**src/rtl/alu_iter_decrement_pkg.sv**
```systemverilog
// Shared types for the iterative decrement unit.
package alu_pkg;
  localparam int ALU_W_DEFAULT = 4;

  typedef enum logic [1:0] {IDLE, RUN, DONE} alu_iter_state_t;
endpackage

```
**src/rtl/alu_iter_decrement_if.sv**
```systemverilog
// Operand/result handshake bundle between operand select, the decrement unit and the result mux.
interface alu_iter_decrement_if import alu_pkg::*; #(
  parameter int W = ALU_W_DEFAULT
);
  logic         in_valid;
  logic         in_ready;
  logic [W-1:0] in_a;
  logic [W-1:0] in_n;
  logic         abort;
  logic         out_valid;
  logic         out_ready;
  logic [W-1:0] out_s;
  logic         out_borrow;
  logic         busy;

  modport slave (
    input  in_valid, in_a, in_n, abort, out_ready,
    output in_ready, out_valid, out_s, out_borrow, busy
  );

  modport master (
    output in_valid, in_a, in_n, abort, out_ready,
    input  in_ready, out_valid, out_s, out_borrow, busy
  );
endinterface

```
**src/rtl/alu_iter_decrement_dec_step.sv**
```systemverilog
// Combinational single-step decrementer, shared by ALU decrement users.
module alu_dec_step #(
  parameter int W = 4
) (
  input  logic [W-1:0] a,
  output logic [W-1:0] d,
  output logic         bout
);
  assign d    = a - W'(1);
  assign bout = (a == '0);
endmodule

```
**src/rtl/alu_iter_decrement.sv**
```systemverilog
// Iterative decrement: subtracts one from the operand per clock, N times, with sticky borrow.
module alu_iter_decrement import alu_pkg::*; #(
  parameter int W        = ALU_W_DEFAULT,
  parameter bit SATURATE = 1'b0
) (
  input logic                clk,
  input logic                rst_n,
  alu_iter_decrement_if.slave io
);
  localparam logic [W-1:0] ONE = W'(1);

  alu_iter_state_t state, nstate;
  logic [W-1:0]    acc, cnt, dec, step_val;
  logic            borrow, at_zero;
  logic            load, run, clr;

  alu_dec_step #(.W(W)) u_step (
    .a    (acc),
    .d    (dec),
    .bout (at_zero)
  );

  // A wrapping step from zero already yields all-ones; only saturation needs a mux.
  assign step_val = (SATURATE && at_zero) ? '0 : dec;

  always_comb begin
    nstate = state;
    load   = 1'b0;
    run    = 1'b0;
    clr    = 1'b0;
    case (state)
      IDLE: begin
        if (io.in_valid) begin
          load   = 1'b1;
          nstate = (io.in_n == '0) ? DONE : RUN;
        end
      end
      RUN: begin
        if (io.abort) begin
          clr    = 1'b1;
          nstate = IDLE;
        end else begin
          run = 1'b1;
          if (cnt == ONE) nstate = DONE;
        end
      end
      DONE: begin
        if (io.abort) begin
          clr    = 1'b1;
          nstate = IDLE;
        end else if (io.out_ready) begin
          nstate = IDLE;
        end
      end
      default: nstate = IDLE;
    endcase
  end

  always_ff @(posedge clk or negedge rst_n) begin
    if (!rst_n) state <= IDLE;
    else        state <= nstate;
  end

  always_ff @(posedge clk or negedge rst_n) begin
    if (!rst_n) begin
      acc    <= '0;
      cnt    <= '0;
      borrow <= 1'b0;
    end else if (load) begin
      acc    <= io.in_a;
      cnt    <= io.in_n;
      borrow <= 1'b0;
    end else if (clr) begin
      acc    <= '0;
      cnt    <= '0;
      borrow <= 1'b0;
    end else if (run) begin
      acc    <= step_val;
      cnt    <= cnt - ONE;
      borrow <= borrow | at_zero;
    end
  end

  // in_ready is gated by reset so it stays low while rst_n is asserted.
  assign io.in_ready   = rst_n && (state == IDLE);
  assign io.out_valid  = (state == DONE);
  assign io.out_s      = (state == DONE) ? acc : '0;
  assign io.out_borrow = (state == DONE) ? borrow : 1'b0;
  assign io.busy       = (state == RUN) || (state == DONE);
endmodule

```
**src/flat_wrapper.sv**
```systemverilog
// flat-port wrapper written by rule: the top's interface ports become plain ports
module alu_iter_decrement_flat import alu_pkg::*;
#(
  parameter int W        = ALU_W_DEFAULT,
  parameter bit SATURATE = 1'b0
)
  (clk, rst_n, io_in_valid, io_in_a, io_in_n, io_abort, io_out_ready, io_in_ready, io_out_valid, io_out_s, io_out_borrow, io_busy);
  alu_iter_decrement_if #(.W(W)) io_i ();
  input logic clk;
  input logic rst_n;
  input wire logic [$bits(io_i.in_valid)-1:0] io_in_valid;
  input wire logic [$bits(io_i.in_a)-1:0] io_in_a;
  input wire logic [$bits(io_i.in_n)-1:0] io_in_n;
  input wire logic [$bits(io_i.abort)-1:0] io_abort;
  input wire logic [$bits(io_i.out_ready)-1:0] io_out_ready;
  output wire logic [$bits(io_i.in_ready)-1:0] io_in_ready;
  output wire logic [$bits(io_i.out_valid)-1:0] io_out_valid;
  output wire logic [$bits(io_i.out_s)-1:0] io_out_s;
  output wire logic [$bits(io_i.out_borrow)-1:0] io_out_borrow;
  output wire logic [$bits(io_i.busy)-1:0] io_busy;
  assign io_i.in_valid = io_in_valid;
  assign io_i.in_a = io_in_a;
  assign io_i.in_n = io_in_n;
  assign io_i.abort = io_abort;
  assign io_i.out_ready = io_out_ready;
  assign io_in_ready = io_i.in_ready;
  assign io_out_valid = io_i.out_valid;
  assign io_out_s = io_i.out_s;
  assign io_out_borrow = io_i.out_borrow;
  assign io_busy = io_i.busy;
  alu_iter_decrement #(.W(W), .SATURATE(SATURATE)) u_core (.clk(clk), .rst_n(rst_n), .io(io_i));
endmodule
```
**config.mk**
```make
export PLATFORM = sky130hd
export DESIGN_NAME = alu_iter_decrement_flat
export DESIGN_NICKNAME = d
export VERILOG_FILES = /design/src/rtl/alu_iter_decrement_pkg.sv /design/src/rtl/alu_iter_decrement_if.sv /design/src/rtl/alu_iter_decrement_dec_step.sv /design/src/rtl/alu_iter_decrement.sv /design/src/flat_wrapper.sv
export SDC_FILE = /design/constraint.sdc
export NUM_CORES = 1
export LEC_CHECK = 0
export ABC_AREA = 1
export CAP_MARGIN = 20
export CORE_MARGIN = 2
export CORE_UTILIZATION = 35
export DETAILED_ROUTE_END_ITERATION = 8
export HOLD_SLACK_MARGIN = 0.1
export PLACE_DENSITY_LB_ADDON = 0.12
export REMOVE_ABC_BUFFERS = 1
export SLEW_MARGIN = 15
export SYNTH_ARGS = -nofsm -noshare
export SYNTH_HDL_FRONTEND = slang
export SYNTH_HIERARCHICAL = 1
export SYNTH_SLANG_ARGS = --single-unit
export TNS_END_PERCENT = 1
```
**constraint.sdc**
```tcl
create_clock -name clk -period 1.5 [get_ports clk]
set_clock_uncertainty 0.05 [all_clocks]
set_input_delay 0.3 -clock clk [delete_from_list [all_inputs] [get_ports clk]]
set_output_delay 0.3 -clock clk [all_outputs]
set_load 0.01 [all_outputs]
```
Word level (Yosys, flattened, before mapping). Index checks and enable logic that the tools add are counted.

Bits in registers: 11. Bits of input ports: 13. Output and inout port bits: 8. Word-level logic and storage cells: 45.

$add $sub $neg: 2. Eq/ne operators: 6. Multiplexer cells: 24. Bitwise logic cells: 1. Reductions and logical operators: 8.

Operator list (number): 2-to-1 mux 4 bit (7); 2-to-1 mux 2 bit (6); 2-to-1 mux 1 bit (10); zero test 4 bit (2); subtractor 4 x 1 -> 4 bit, second input constant (2); one-hot mux 2 bit (3 select lines) (1); == test 4 x 1 -> 1 bit, second input constant (1); != test 3 x 2 -> 1 bit, second input constant (1); != test 3 bit, second input constant (1); AND reduction 3 bit (1); nonzero test 3 bit (1); == test 2 x 1 -> 1 bit, second input constant (1); == test 2 bit, second input constant (1); zero test 2 bit (1); != test 2 bit, second input constant (1); OR reduction 2 bit (1); logical AND 1 bit (1); logical OR 1 bit (1); OR 1 bit (1).

Logic depth before layout (Yosys ltp). Gate-level depths: netlist of run 1.

Depth after elaboration: 5. Mapped depth: 9. Gate-level depth less buffers: 9.

By module. The synthesis of run 1 kept the hierarchy.

Modules (own cells, without submodules): alu_iter_decrement (times used 1, cells each 116, area an instance 770.7 um^2, seq. area each 275.3 um^2); alu_dec_step (times used 1, cells each 12, area an instance 66.3 um^2, seq. area each 0.0 um^2).

Worst setup path before layout of run 1. OpenSTA, ideal clock, no wires.

Kind: reg2reg. Start: reg u_core.state[0]. End: reg u_core.acc[1]. Library setup time: 0.124 ns. Data arrival time: 1.247 ns. Required time: 1.326 ns. Setup slack: 0.079 ns. Stages on the path, launching flop included: 9. Path buffers: 0. Clock period less this slack: 1.421 ns. Path through: dfrtp_1 inv_1 ha_1 nand2_1 nand2_4 nor2_4 inv_4 nor2_2 a21oi_2.

Longest elaborated chain between the ends: 5. Elaborated cells between the ends (all ways): 10. Classes of those cells: 2 x eq/ne; 5 x mux; 3 x reduce/logical.

RTL lines: from (decl) (line alu_iter_decrement.sv:12) `alu_iter_state_t state, nstate;`; from (signal assigned) (line alu_iter_decrement.sv:61) `else state <= nstate;`; == test 2 bit / == test 2 x 1 -> 1 bit (equally long branches) (line alu_iter_decrement.sv:31) `case (state)`; OR reduction 2 bit (no source line); 2-to-1 mux 1 bit; 2-to-1 mux 4 bit (line alu_iter_decrement.sv:73) `end else if (clr) begin`; 2-to-1 mux 4 bit (line alu_iter_decrement.sv:69) `end else if (load) begin`; to (signal assigned) (line alu_iter_decrement.sv:70) `acc <= io.in_a;`; to (signal assigned) (line alu_iter_decrement.sv:78) `acc <= step_val;`; to (decl) (line alu_iter_decrement.sv:13) `logic [W-1:0] acc, cnt, dec, step_val;`.

Several ways; a longest one is shown, not always the timed one. A chain may end at the register's enable or synchronous reset.

Worst setup path in the final report of run 1.
Start: reg u_core.state[1]. End: reg u_core.acc[1].

Same word-level chain as after synthesis.

==> metrics, run 1 <==
outcome finished, violations left; failing checks negative setup slack; worst r2r src u_core/state[1]$_DFFE_PN0P_; Core ar. 2230 um^2; DR pass1 iterations 4; commonest non-fill, non-tap cell in the layout nand2_1; DIE HEIGHT 52.9 um; Crit path required time 1.60 ns; Clk pin slew, worst setup/hold paths 0.07 ns; share of cells above drive strength 1 0.298; Vias/cell 4.47; register area share after synthesis 0.329; power per cell area 2080 nW/um^2; Clock Tree Root clkbuf_4; Sw Pwr 1.20 mW; hpwl dp 1530 um; Pins Over Slew Limit 0; Worst-Margin Slew 0.260 ns; CTS Hold Buffers Added 0; Max Clk Rate 0.636 GHz; Overflow after GRT 0; Die ar. 2800 um^2; final period utilization 1.05; cts bufs inserted 3; largest net degree at the start of global routing 12; time the worst path needs with I/O delays and setup 1.57 ns; H-tree Lvls 1; Initial Util 0.375; type of origin of the critical path flip-flop; global-route wire length before repair 3420 um; HP Class input port to asynchronous set/reset pin; Clk Latency, worst-skew pair 0.27 ns; vias 876; nets 188; RSZ-0062 raised after global routing yes; synthesized flop and latch total 11; final worst setup slack -0.0735 ns; Clock Path Buffers 2; Final Cell Area 1250 um^2; TritonCTS clock tree built; FP Rows 17; RR Endpoint u_core/acc[1]$_DFFE_PN0P_; Seq pwr share 0.209; PortBufs 20; yosys warns 6; Yosys cell types 19; Final Core Density 0.559; routed wire length 2100 um; vias in the first global route 831; Ant. Diodes 0; CP arrival 1.68 ns; Area after DPL 1180 um^2; io pins 21; R2R Setup Slk -0.07 ns; final-report hold violation count 0; Remaining DRCs 0; part of the power in combinational logic 0.712; final setup fails 16; switching share of total power 0.460; Max-cap violations 0; Max IR drop VDD 939 uV; post-synthesis cell count 128; Mapped Avg Cell Area 6.54 um^2; Clock power frac 0.079; clk sink count 11; area grow syn2layout 49.2%; slew margin rel. 0.825; most frequent cells in the layout nand2_1, inv_1, buf_4; Worst R2R Path Depth 10; Worst Setup End Kind flip-flop; Int Power 1.41 mW; chip width 52.9 um; final-layout fill cell count 206; initial antenna violation count 0; overall power 2.60 mW; Crit Path Category flip-flop to flip-flop; Post-Syn Area 837 um^2; DRT iter0 DRCs 6; global placer's final weighted congestion 0.752; worst-path maximum fanout 10; DR WL/cell 10.7 um; Lkg Pwr 0.707 nW; Routed Antenna Nets 0; GRT Overall Usage 0.172
==> cell type report <==
type / count / area (um^2) / share of cell area
inverters: 25 / 98.8 / 0.0792
well taps: 28 / 35.0 / 0.0281
repair buffers: 36 / 294 / 0.235
flip-flops and latches: 11 / 275 / 0.220
multi-input cells: 92 / 519 / 0.416
clock buffers: 4 / 26.3 / 0.0210
==> flip-flops by register name, indices dropped and copies added, names as in the netlist <==
signal	flops
u_core/acc	4
u_core/borrow	1
u_core/cnt	4
u_core/state	2
==> worst max-delay path: stages (launching register included) <==
cell,delay (ns)
dfrtp_1,0.40
buf_6,0.14
inv_4,0.06
ha_4,0.20
buf_6,0.11
nand2_4,0.05
nand2_4,0.07
nor2_4,0.15
inv_4,0.08
nor2_2,0.10
a21oi_2,0.04
==> power groups by stage <==
stage	logic [mW]	clock network [mW]	registers, mW
2_1_floorplan	1.00	0	0.546
3_3_place_gp	1.66	0	0.536
3_5_place_dp	1.68	0	0.546
4_1_cts	1.79	0.219	0.537
5_1_grt	2.10	0.241	0.563
6_report	1.85	0.205	0.543
==> how the worst max path moves through the flow <==
stage | to | slack (ns) | cells past startpoint | startpoint
after floorplan | u_core/acc[1]$_DFFE_PN0P_ | 0.08 | 8 | u_core/state[0]$_DFFE_PN0P_
after global placement | io_in_ready | -0.29 | 4 | rst_n
after detailed placement | io_in_ready | -0.28 | 4 | rst_n
after CTS | io_out_s[0] | -0.05 | 5 | u_core/state[1]$_DFFE_PN0P_
after global routing | u_core/acc[2]$_DFFE_PN0P_ | -0.14 | 10 | u_core/state[1]$_DFFE_PN0P_
final | u_core/acc[1]$_DFFE_PN0P_ | -0.07 | 10 | u_core/state[1]$_DFFE_PN0P_
==> through the flow <==
stage | worst slack (ns) | instances | setup TNS (ns) | hold slack (ns)
after global placement | -0.288 | 190 | -1.77 | 0.454
final | -0.0735 | 196 | -0.764 | 0.346
after detailed placement | -0.282 | 190 | -2.42 | 0.472
after CTS | -0.0495 | 196 | -0.469 | 0.334
after floorplan | 0.0792 | 128 | 0 | -0.0456
after global routing | -0.135 | 196 | -1.93 | 0.355
==> cell usage after synthesis, drive strengths merged <==
cell	count	area share
inv	25	0.12
nand3	6	0.036
nor3b	1	0.0090
a21oi	5	0.039
nand2	54	0.25
o21ai	5	0.030
xor2	1	0.010
nor2	13	0.079
o211ai	1	0.0090
ha	6	0.090
dfrtp	11	0.33
==> logic make-up after synthesis <==
kind of cell | share of synthesized area
AOI/OAI and AO/OA | 0.0777
xor gates and xnor gates | 0.0105
adders and majority gates | 0.0897
buffers and inverters | 0.115
DFF | 0.329
and+or+nand+nor | 0.378
==> per-layer routing <==
metal / vias up / wire (um) / global-route usage
li1: 468 / - / -
met1: 385 / 908 / 0.196
met2: 19 / 1060 / 0.292
met3: 4 / 88 / 0.0254
met4: 0 / 44 / 0.120
met5: - / 0 / 0
==> timing repair <==
action | CTS | global route
endpoints found under the setup margin | 16 | 19
pin swaps | 2 | 0
endpoints found under the hold margin | 0 | 0
buffers inserted | 2 | 0
resized for setup | 43 | 10
Note: power is estimated with default switching activity, not from simulation.
==> inputs of run 2 (changes only) <==
SKIP_CTS_REPAIR_TIMING = 1   (was default)
==> metrics, run 2 (same netlist as run 1, synthesis figures left out) <==
outcome finished, violations left; failing checks negative setup slack; Max-cap violations 0; cts bufs inserted 3; setup TNS -1.74 ns; Core ar. 2230 um^2; Worst-Margin Slew 0.257 ns; Final Core Density 0.582; FP Rows 17; io pins 21; final setup fails 17; Crit path required time 1.60 ns; R2R Setup Slk -0.19 ns; Initial Util 0.375; largest net degree at the start of global routing 12; Worst Setup End Kind flip-flop; share of cells above drive strength 1 0.320; Clock Tree Root clkbuf_4; type of origin of the critical path flip-flop; Lkg Pwr 0.733 nW; initial antenna violation count 0; Ant. Diodes 0; Max Clk Rate 0.591 GHz; time the worst path needs with I/O delays and setup 1.69 ns; nets 192; DR pass1 iterations 4; Area after DPL 1180 um^2; TritonCTS clock tree built; final cell count without fillers 200; DRT iter0 DRCs 7; DIE HEIGHT 52.9 um; final worst setup slack -0.193 ns; Setup WS pre-CTS -0.282 ns; clk sink count 11; vias 901; final-report hold violation count 0; GR Util met1 0.188; CP arrival 1.79 ns; Top Registers u_core/acc x4, u_core/cnt x4, u_core/state x2; Remaining DRCs 0; H-tree Lvls 1; Pins Over Slew Limit 0; worst-path maximum fanout 5; Clock Path Buffers 2; routed wire length 2140 um; vias in the first global route 814; Routed Antenna Nets 0; global-route wire length before repair 3280 um; area grow syn2layout 55.2%; PortBufs 20; grt met2 use 0.288; Vias/cell 4.51; power per cell area 2190 nW/um^2; Max IR drop VDD 1030 uV; slew margin rel. 0.827; GRT Overall Usage 0.165; Clk pin slew, worst setup/hold paths 0.07 ns; Overflow after GRT 0; GR Util met3 0.0254; Crit Path Category flip-flop to flip-flop; HP Class input port to asynchronous set/reset pin; Clk Latency, worst-skew pair 0.27 ns; DP Cell Count 190; RR Endpoint u_core/acc[1]$_DFFE_PN0P_; Final Cell Area 1300 um^2; RSZ-0062 raised after global routing yes; most frequent cells in the layout nand2_1, inv_1, buf_4; global placer's final weighted congestion 0.752; grt peak-use layer met2; DR WL/cell 10.7 um; hpwl dp 1530 um; final period utilization 1.13; commonest non-fill, non-tap cell in the layout nand2_1; Die ar. 2800 um^2; chip width 52.9 um; Worst R2R Path Depth 10; worst r2r src u_core/state[1]$_DFFE_PN0P_
-- run 2: cell count changes in the layout (fill, tap and decap cells not counted), moves of 2 or more --
cell      previous run  this run
buf_2                7         1
clkbuf_2             0         6
nand2_1             49        45
nand2_2              3         7
buf_4               14        16
o21ai_1              4         2
o21ai_2              0         2
-- run 2: area by class of cell --
cell class              count  area, um^2
fillers                   216         935
multi-input cells          92         531
repair buffers             39         322
flip-flops and latches     11         275
inverters                  25         101
well taps                  28        35.0
clock buffers               4        26.3
repair inverters            1        8.76
-- run 2: metal layers --
layer	wire, um	vias up
met5	0	-
met4	49	0
met3	77	4
met2	1040	17
met1	966	403
li1	-	477
-- run 2: worst max-delay path by stage --
stage,startpoint,endpoint,slack (ns),cells after the start
3_5_place_dp,rst_n,io_in_ready,-0.28,4
6_report,u_core/state[1]$_DFFE_PN0P_,u_core/acc[1]$_DFFE_PN0P_,-0.19,10
2_1_floorplan,u_core/state[0]$_DFFE_PN0P_,u_core/acc[1]$_DFFE_PN0P_,0.08,8
5_1_grt,u_core/state[1]$_DFFE_PN0P_,u_core/acc[1]$_DFFE_PN0P_,-0.26,10
3_3_place_gp,rst_n,io_in_ready,-0.29,4
4_1_cts,u_core/state[0]$_DFFE_PN0P_,io_out_s[0],-0.55,5
-- run 2: power by group --
group / leakage, nW / switching (mW) / internal (mW)
logic: 0.580 / 1.09 / 0.993
clock network: 0.0150 / 0.102 / 0.103
registers: 0.138 / 0.113 / 0.441
total: 0.733 / 1.31 / 1.54
-- run 2: metrics by stage --
| step | power, mW | hold slack (ns) |
|---|---|---|
| 2_1_floorplan | 1.55 | -0.0456 |
| 3_3_place_gp | 2.19 | 0.454 |
| 3_5_place_dp | 2.22 | 0.472 |
| 4_1_cts | 2.45 | 0.334 |
| 5_1_grt | 3.14 | 0.332 |
| 6_report | 2.85 | 0.324 |
-- run 2: worst max-delay path, cell delays in order (launching register included) --
cell      delay [ns]
dfrtp_1         0.41
buf_6           0.14
inv_4           0.06
ha_4            0.19
buf_6           0.11
nand2_4         0.05
nand2_4         0.07
nor2_4          0.20
clkinv_4        0.13
nor2_4          0.12
a21oi_2         0.03
